--- src/rtl/spike_arb_pkg.sv ---
// Shared types and constants for the spike handshake arbiter.
package spike_arb_pkg;

    typedef enum logic [1:0] {
        IDLE    = 2'd0,
        REQ     = 2'd1,
        ACK_UP  = 2'd2,
        RELEASE = 2'd3
    } arb_state_t;

    localparam int unsigned DEFAULT_SYNC_STAGES = 2;

    // Width of a requester index; clamped to 1 so a single requester still has a port.
    function automatic int unsigned id_width(input int unsigned n);
        return (n > 1) ? $clog2(n) : 1;
    endfunction

endpackage

--- src/rtl/sync_ff.sv ---
// Single-bit multi-flop synchronizer with asynchronous active-high reset to 0.
module sync_ff
    import spike_arb_pkg::*;
#(
    parameter int unsigned STAGES = DEFAULT_SYNC_STAGES
) (
    input  logic clk,
    input  logic rst,
    input  logic d_i,
    output logic q_o
);

    logic [STAGES-1:0] sync_q;

    always_ff @(posedge clk or posedge rst) begin
        if (rst) begin
            sync_q <= '0;
        end else begin
            sync_q <= {sync_q[STAGES-2:0], d_i};
        end
    end

    assign q_o = sync_q[STAGES-1];

endmodule

--- src/rtl/spike_handshake_arbiter.sv ---
// Round-robin arbiter sharing one downstream 4-phase spike channel among N_REQ async requesters.
// Optional downstream-ack timeout with sticky err_o is enabled by defining ARB_TIMEOUT_EN.
module spike_handshake_arbiter
    import spike_arb_pkg::*;
#(
    parameter int unsigned N_REQ          = 4,
    parameter int unsigned SYNC_STAGES    = DEFAULT_SYNC_STAGES,
    parameter int unsigned TIMEOUT_CYCLES = 255
) (
    input  logic                          clk,
    input  logic                          rst,
    input  logic [N_REQ-1:0]              req_i,
    output logic [N_REQ-1:0]              ack_o,
    output logic                          out_req_o,
    input  logic                          out_ack_i,
    output logic [id_width(N_REQ)-1:0]    out_id_o,
    output logic                          busy_o,
    output logic                          err_o
);

    localparam int unsigned ID_W = id_width(N_REQ);

    if (N_REQ < 2 || N_REQ > 16 || SYNC_STAGES < 2 || TIMEOUT_CYCLES < 1) begin : g_param_check
        $error("spike_handshake_arbiter: parameter out of range");
    end

    logic [N_REQ-1:0] sreq;
    logic             sack;

    for (genvar g = 0; g < N_REQ; g++) begin : g_req_sync
        sync_ff #(.STAGES(SYNC_STAGES)) u_sync_req (
            .clk (clk),
            .rst (rst),
            .d_i (req_i[g]),
            .q_o (sreq[g])
        );
    end

    sync_ff #(.STAGES(SYNC_STAGES)) u_sync_ack (
        .clk (clk),
        .rst (rst),
        .d_i (out_ack_i),
        .q_o (sack)
    );

    arb_state_t       state_q, state_d;
    logic [ID_W-1:0]  id_q, id_d;
    logic [ID_W-1:0]  ptr_q, ptr_d;
    logic [N_REQ-1:0] ack_q, ack_d;
    logic             out_req_q, out_req_d;
    logic             busy_q, busy_d;

    logic             timeout_hit;
    logic             supp_active;

    // Round-robin search: first synchronized request at or above ptr, wrapping.
    logic [ID_W-1:0]  sel;
    logic             any_req;
    int unsigned      j;

    always_comb begin
        sel     = ptr_q;
        any_req = 1'b0;
        j       = 0;
        for (int unsigned i = 0; i < N_REQ; i++) begin
            j = 32'(ptr_q) + i;
            if (j >= N_REQ) begin
                j = j - N_REQ;
            end
            if (!any_req && sreq[ID_W'(j)]) begin
                any_req = 1'b1;
                sel     = ID_W'(j);
            end
        end
    end

`ifdef ARB_TIMEOUT_EN
    localparam int unsigned CNT_W = $clog2(TIMEOUT_CYCLES + 1);

    logic [CNT_W-1:0] cnt_q, cnt_d;
    logic             err_q;
    logic             supp_q;

    // Counter restarts on every entry to REQ; timeout fires on the TIMEOUT_CYCLES-th REQ cycle.
    always_comb begin
        cnt_d = '0;
        if (state_q == REQ) begin
            cnt_d = cnt_q + CNT_W'(1);
        end
    end

    assign timeout_hit = (state_q == REQ) && !sack && (cnt_q == CNT_W'(TIMEOUT_CYCLES - 1));
    assign supp_active = supp_q;

    always_ff @(posedge clk or posedge rst) begin
        if (rst) begin
            cnt_q  <= '0;
            err_q  <= 1'b0;
            supp_q <= 1'b0;
        end else begin
            cnt_q <= cnt_d;
            if (timeout_hit) begin
                err_q  <= 1'b1;
                supp_q <= 1'b1;
            end else if (state_q == RELEASE) begin
                supp_q <= 1'b0;
            end
        end
    end

    assign err_o = err_q;
`else
    assign timeout_hit = 1'b0;
    assign supp_active = 1'b0;
    assign err_o       = 1'b0;
`endif

    always_ff @(posedge clk or posedge rst) begin
        if (rst) begin
            state_q   <= IDLE;
            id_q      <= '0;
            ptr_q     <= '0;
            ack_q     <= '0;
            out_req_q <= 1'b0;
            busy_q    <= 1'b0;
        end else begin
            state_q   <= state_d;
            id_q      <= id_d;
            ptr_q     <= ptr_d;
            ack_q     <= ack_d;
            out_req_q <= out_req_d;
            busy_q    <= busy_d;
        end
    end

    always_comb begin
        state_d   = state_q;
        id_d      = id_q;
        ptr_d     = ptr_q;
        ack_d     = ack_q;
        out_req_d = out_req_q;

        unique case (state_q)
            IDLE: begin
                if (any_req) begin
                    id_d      = sel;
                    out_req_d = 1'b1;
                    state_d   = REQ;
                end
            end
            REQ: begin
                if (sack) begin
                    out_req_d   = 1'b0;
                    ack_d[id_q] = 1'b1;
                    state_d     = ACK_UP;
                end else if (timeout_hit) begin
                    out_req_d = 1'b0;
                    state_d   = ACK_UP;
                end
            end
            // After a timeout only the downstream side must return to zero.
            ACK_UP: begin
                if (!sack && (supp_active || !sreq[id_q])) begin
                    ack_d[id_q] = 1'b0;
                    state_d     = RELEASE;
                end
            end
            RELEASE: begin
                ptr_d   = (id_q == ID_W'(N_REQ - 1)) ? '0 : id_q + ID_W'(1);
                state_d = IDLE;
            end
            default: begin
                state_d = IDLE;
            end
        endcase

        busy_d = (state_d != IDLE);
    end

    assign ack_o     = ack_q;
    assign out_req_o = out_req_q;
    assign out_id_o  = id_q;
    assign busy_o    = busy_q;

endmodule

--- config.mk ---
export PLATFORM = sky130hd
export DESIGN_NAME = spike_handshake_arbiter
export DESIGN_NICKNAME = d
export VERILOG_FILES = /design/src/rtl/spike_arb_pkg.sv /design/src/rtl/sync_ff.sv /design/src/rtl/spike_handshake_arbiter.sv
export SDC_FILE = /design/constraint.sdc
export NUM_CORES = 1
export LEC_CHECK = 0
export BUFFER_PORTS_ARGS = -buffer_cell sky130_fd_sc_hd__buf_2
export CAP_MARGIN = 15
export CORE_UTILIZATION = 53
export CTS_CLUSTER_SIZE = 28
export DETAILED_ROUTE_END_ITERATION = 16
export GPL_TIMING_DRIVEN = 0
export HOLD_SLACK_MARGIN = 0.08
export PLACE_DENSITY = 0.85
export RECOVER_POWER = 100
export SLEW_MARGIN = 30
export SYNTH_ARGS = -nofsm -noshare
export SYNTH_HDL_FRONTEND = slang
export SYNTH_HIERARCHICAL = 1
export SYNTH_SLANG_ARGS = --single-unit
--- constraint.sdc ---
create_clock -name clk -period 1.63 [get_ports clk]
set_input_delay 0.2445 -clock clk [delete_from_list [all_inputs] [get_ports clk]]
set_output_delay 0.2445 -clock clk [all_outputs]
set_load 0.02 [all_outputs]
* Word level (Yosys, flattened, before mapping)
Cells that the tools add are included.
** Word-level totals
- Register bits after elaboration :: 22
** Cells by class
- $add $sub $neg :: 8
- $lt $le $gt $ge :: 10
- Equality and inequality tests :: 7
- Mux-type cells :: 35
- Bitwise operators :: 3
- Reduce and logical (&&, ||, !) cells :: 17
** Operator list (count)
- $mux W2 :: 12
- $lt A2 B3 Y1 const B :: 5
- $mux W1 :: 12
- $bmux W1 S2 :: 5
- $ge A3 B3 Y1 const B :: 3
- $mux W4 :: 2
- $pmux W2 S4 :: 1
- $pmux W4 S2 :: 1
- $sub A2 B1 Y2 const B :: 4
- $add A2 B2 Y3 const B :: 2
- $eq A2 B2 Y1 const B :: 3
- $reduce_and A3 Y1 :: 2
- $reduce_bool A2 Y1 :: 3
- $logic_and A1 B1 Y1 :: 5
- $logic_not A1 Y1 :: 5
- $and A4 B4 Y4 :: 1
- $ne A2 B2 Y1 const B :: 2
- $not A4 Y4 :: 1
- $or A4 B4 Y4 :: 1
- $add A2 B1 Y3 const B :: 1
- $ge A2 B3 Y1 const B :: 1
- $add A2 B1 Y2 const B :: 1
- $demux W1 S2 :: 1
- $eq A2 B1 Y1 const B :: 1
- 5 further kinds :: 5

* Logic depth before layout (Yosys ltp)
- Word-level depth :: 17
- Mapped depth :: 5
- Gate-level depth less buffers :: 4

* Hierarchy
The synthesis kept the hierarchy.
** Modules (own cells, without submodules)
- spike_handshake_arbiter :: times used 1, cells an instance 73, area each 703.2 µm²
- sync_ff :: times used 5, cells an instance 3, area each 53.8 µm²

* Least setup slack after synthesis
Ideal clock, no wire load.
- Path kind :: register to register
- From :: register id_q[0], in the netlist out_id_o[0]
- To :: register (tool-made name)
- Library setup time :: 0.121 ns
- Arrival time :: 1.489 ns
- Required time :: 1.509 ns
- Slack :: 0.020 ns
- Cell stages (with the launch flop) :: 5
- Buffers on the path :: 0
- Clock period less this slack :: 1.610 ns
- Cell sequence :: dfrtp_1 -> or4b_1 -> o22ai_2 -> nand2_1 -> a22o_1
** RTL lines
- start, declared :: RTL line spike_handshake_arbiter.sv:47 : logic [ID_W-1:0] id_q, id_d;
- start signal, assigned :: RTL line spike_handshake_arbiter.sv:128 : id_q <= id_d;

==> out/results.txt <==
Slew headroom: 0.569
Fin Hold WS: 0.366 ns
Worst R2R Path Depth: 3
Seq cells post-synth: 22
Die Y: 44.8 um
Chip Width: 44.8 um
Post-synth top flop: dfrtp_1
Non-Filler Instances: 137
core area: 0.00173 mm2
# placed instances: 127
Post-DRT Antenna Nets: 0
Tot GR Track Use: 0.208
GPL Wtd Cong: 0.778
Area Growth Syn to Fin: 19.8%
top cells by area, synth: dfrtp_1 (57%), ha_1 (5.1%), inv_1 (3.9%)
number of synthesized flops with an enable pin: 0
worst slack, placed: -0.0142 ns
global-route wire length before repair: 2.96 mm
Synth Cell Area: 972 um2
Final Cycle Share: 0.936
RSZ-0062 raised after global routing: false
fmax: 0.656 GHz
Clk pin slew, worst setup/hold paths: 0.11 ns
Mapped Avg Cell Area: 11.0 um2
main combinational cell family by area after synthesis: simple AND/OR/NAND/NOR gates
CP cell instances: clkbuf_1, nor3_1, a22o_1
hold depth: 0
DRC viols: 0
Post-Synth Adder-Cell Area: 0.0515
DIE AREA: 0.00201 mm2
largest area contributor in the netlist: dfrtp_1
largest stage delay on the critical path: 0.58 ns
drt wl/cell: 12.8 um
crit path DAT: 1.77 ns
Pre-antenna DRT Iters: 4
Gate Count Post-Synth: 88
vias per cell: 5.28
GRT met1 Usage: 0.255
most frequent cell after synthesis: dfrtp_1
asr flop ratio synth: 1.00
GR peak layer: met2
Final setup viols: 0
clock skew: 0.00150 ns
Pwr Density: 1580 mW/mm2
leading post-synthesis cells by instance count: dfrtp_1 (22), inv_1 (10), nand2_1 (9)
Yosys top cell area share: 0.566
class of the most critical setup path: flip-flop to flip-flop
Yosys cell types: 31
sequential share of the synthesized area: 0.566
largest net degree at the start of global routing: 13
fraction of layout cells with a size suffix above 1: 0.134
initial antenna violation count: 0
reg2reg start: state_q[1]
GR Layer Usage met3: 0.0240
via count: 724
R2R Setup Slk: 0.10 ns
Worst EP required: 1.88 ns
HP Start: g_req_sync[3].u_sync_req/sync_q[0]
post-route cell area: 0.00116 mm2
net count after synthesis: 99
synth warn: 6
Post-Place Cell Area: 0.00107 mm2
Final min period: 1.53 ns
post-DP HPWL: 1.21 mm
H-Tree Depth: 1
final-report max-slew violation count: 0
mux cell area share after synthesis: 0.0450
gr ovfl total: 0
Worst Setup End Kind: flip-flop
clock buffer count from CTS: 3
CP startpoint kind: flip-flop
initial DRC count: 19
antenna cells: 0
CTS tree: built
met2 Usage GRT: 0.376
Max Cap Viol: 0
CP max-delay cell: nor3_1
CTS root buffer: clkbuf_4
Hold Path Class: flip-flop to flip-flop
Fin. Hold Viols: 0
post-synthesis simple-gate area fraction: 0.138
status: finished clean
# rows: 15
Worst Hold Path EP: g_req_sync[3].u_sync_req/sync_q[1]
Synth Area in XOR/XNOR: 0
Synth Area in Compound Gates: 0.136
worst vdd ir: 0.000948 V
Ports: 16
clk sink count: 22
Max Buffers Root-to-Sink: 2
number of buffers added on ports: 14
worst skew pair latency: 0.30 ns
Worst Tran Pin Value: 0.642 ns
fin worst setup slack: 0.104 ns
initial core utilization: 0.563
number of global-route vias before repair: 720
fin nets: 125
Post-Route Utilization: 0.675
leakage: 0.537 nW
WL final: 1.76 mm
worst-path fanout max: 10
[final cells by class]
| type | count | area, um2 |
|---|---|---|
| multi-input combinational | 52 | 375 |
| fill | 150 | 562 |
| inverter | 11 | 41.3 |
| timing repair buffer | 21 | 126 |
| clock buffer | 3 | 22.5 |
| buffer | 3 | 16.3 |
| sequential | 22 | 552 |
| tap | 25 | 31.3 |
[cell families (layout without fill, tap and decap cells)]
kind of cell | count (synthesis) | count (layout)
simple gates | 24 | 24
flops | 22 | 22
compound gates | 19 | 19
buf+inv | 14 | 38
fa+ha+maj | 4 | 4
mux | 4 | 4
other cells | 1 | 1
[placed cells by master, fill, tap and decap left out, types with 2 or more instances in the layout]
cell type and count:
buf_2 6, nor3_1 2, nor4b_1 2, clkbuf_4 3, clkbuf_1 10, inv_1 10, a21o_1 2, dfrtp_1 21
ha_1 4, a22o_1 4, mux2_1 3, nand2_1 9, nand2b_1 2, nor2_1 3, dlygate4sd3_1 6, a21oi_1 5
o21ai_0 4, buf_4 2
[per-stage QoR]
step	power (mW)	TNS (ns)
floorplan	1.37	0
global placement	1.55	0
detailed placement	1.59	-0.0466
CTS	1.86	0
global route	1.99	0
finish	1.84	0
[repair_timing]
action                     4_1_cts  5_1_grt
setup endpoints to repair        4        4
hold endpoints to repair        27        0
hold buffers                     6        0
pin swaps                        1        1
gates resized for setup          1        2
setup buffers                    1        0
[layer usage]
layer,vias up,wire [um]
met5,-,0
met4,0,23
met3,5,43
met2,17,919
met1,350,769
li1,352,-
[worst max-delay path by stage]
stage	startpoint	endpoint	slack [ns]	depth (start not counted)
2_1_floorplan	out_id_o[0]	flip-flop	0.02	4
3_3_place_gp	out_id_o[0]	flip-flop	0.02	4
3_5_place_dp	out_id_o[0]	flip-flop	-0.01	4
4_1_cts	out_id_o[0]	flip-flop	0.05	4
5_1_grt	u_sync_ack/sync_q[1]	flip-flop	0.03	4
6_report	state_q[1]	flip-flop	0.10	3
[power breakdown]
| part | total, mW | switching (mW) | internal (mW) |
|---|---|---|---|
| clock network | 0.237 | 0.151 | 0.0862 |
| registers | 0.832 | 0.129 | 0.703 |
| logic | 0.771 | 0.464 | 0.307 |
| total | 1.84 | 0.743 | 1.10 |
[critical path: cells and delay by family (launching register included)]
family	cells	cell delay [ns]
AOI/OAI and AO/OA	1	0.25
buffers and inverters	1	0.21
and+or+nand+nor	1	0.58
DFF	1	0.43
(Power assumes the default switching activity.)
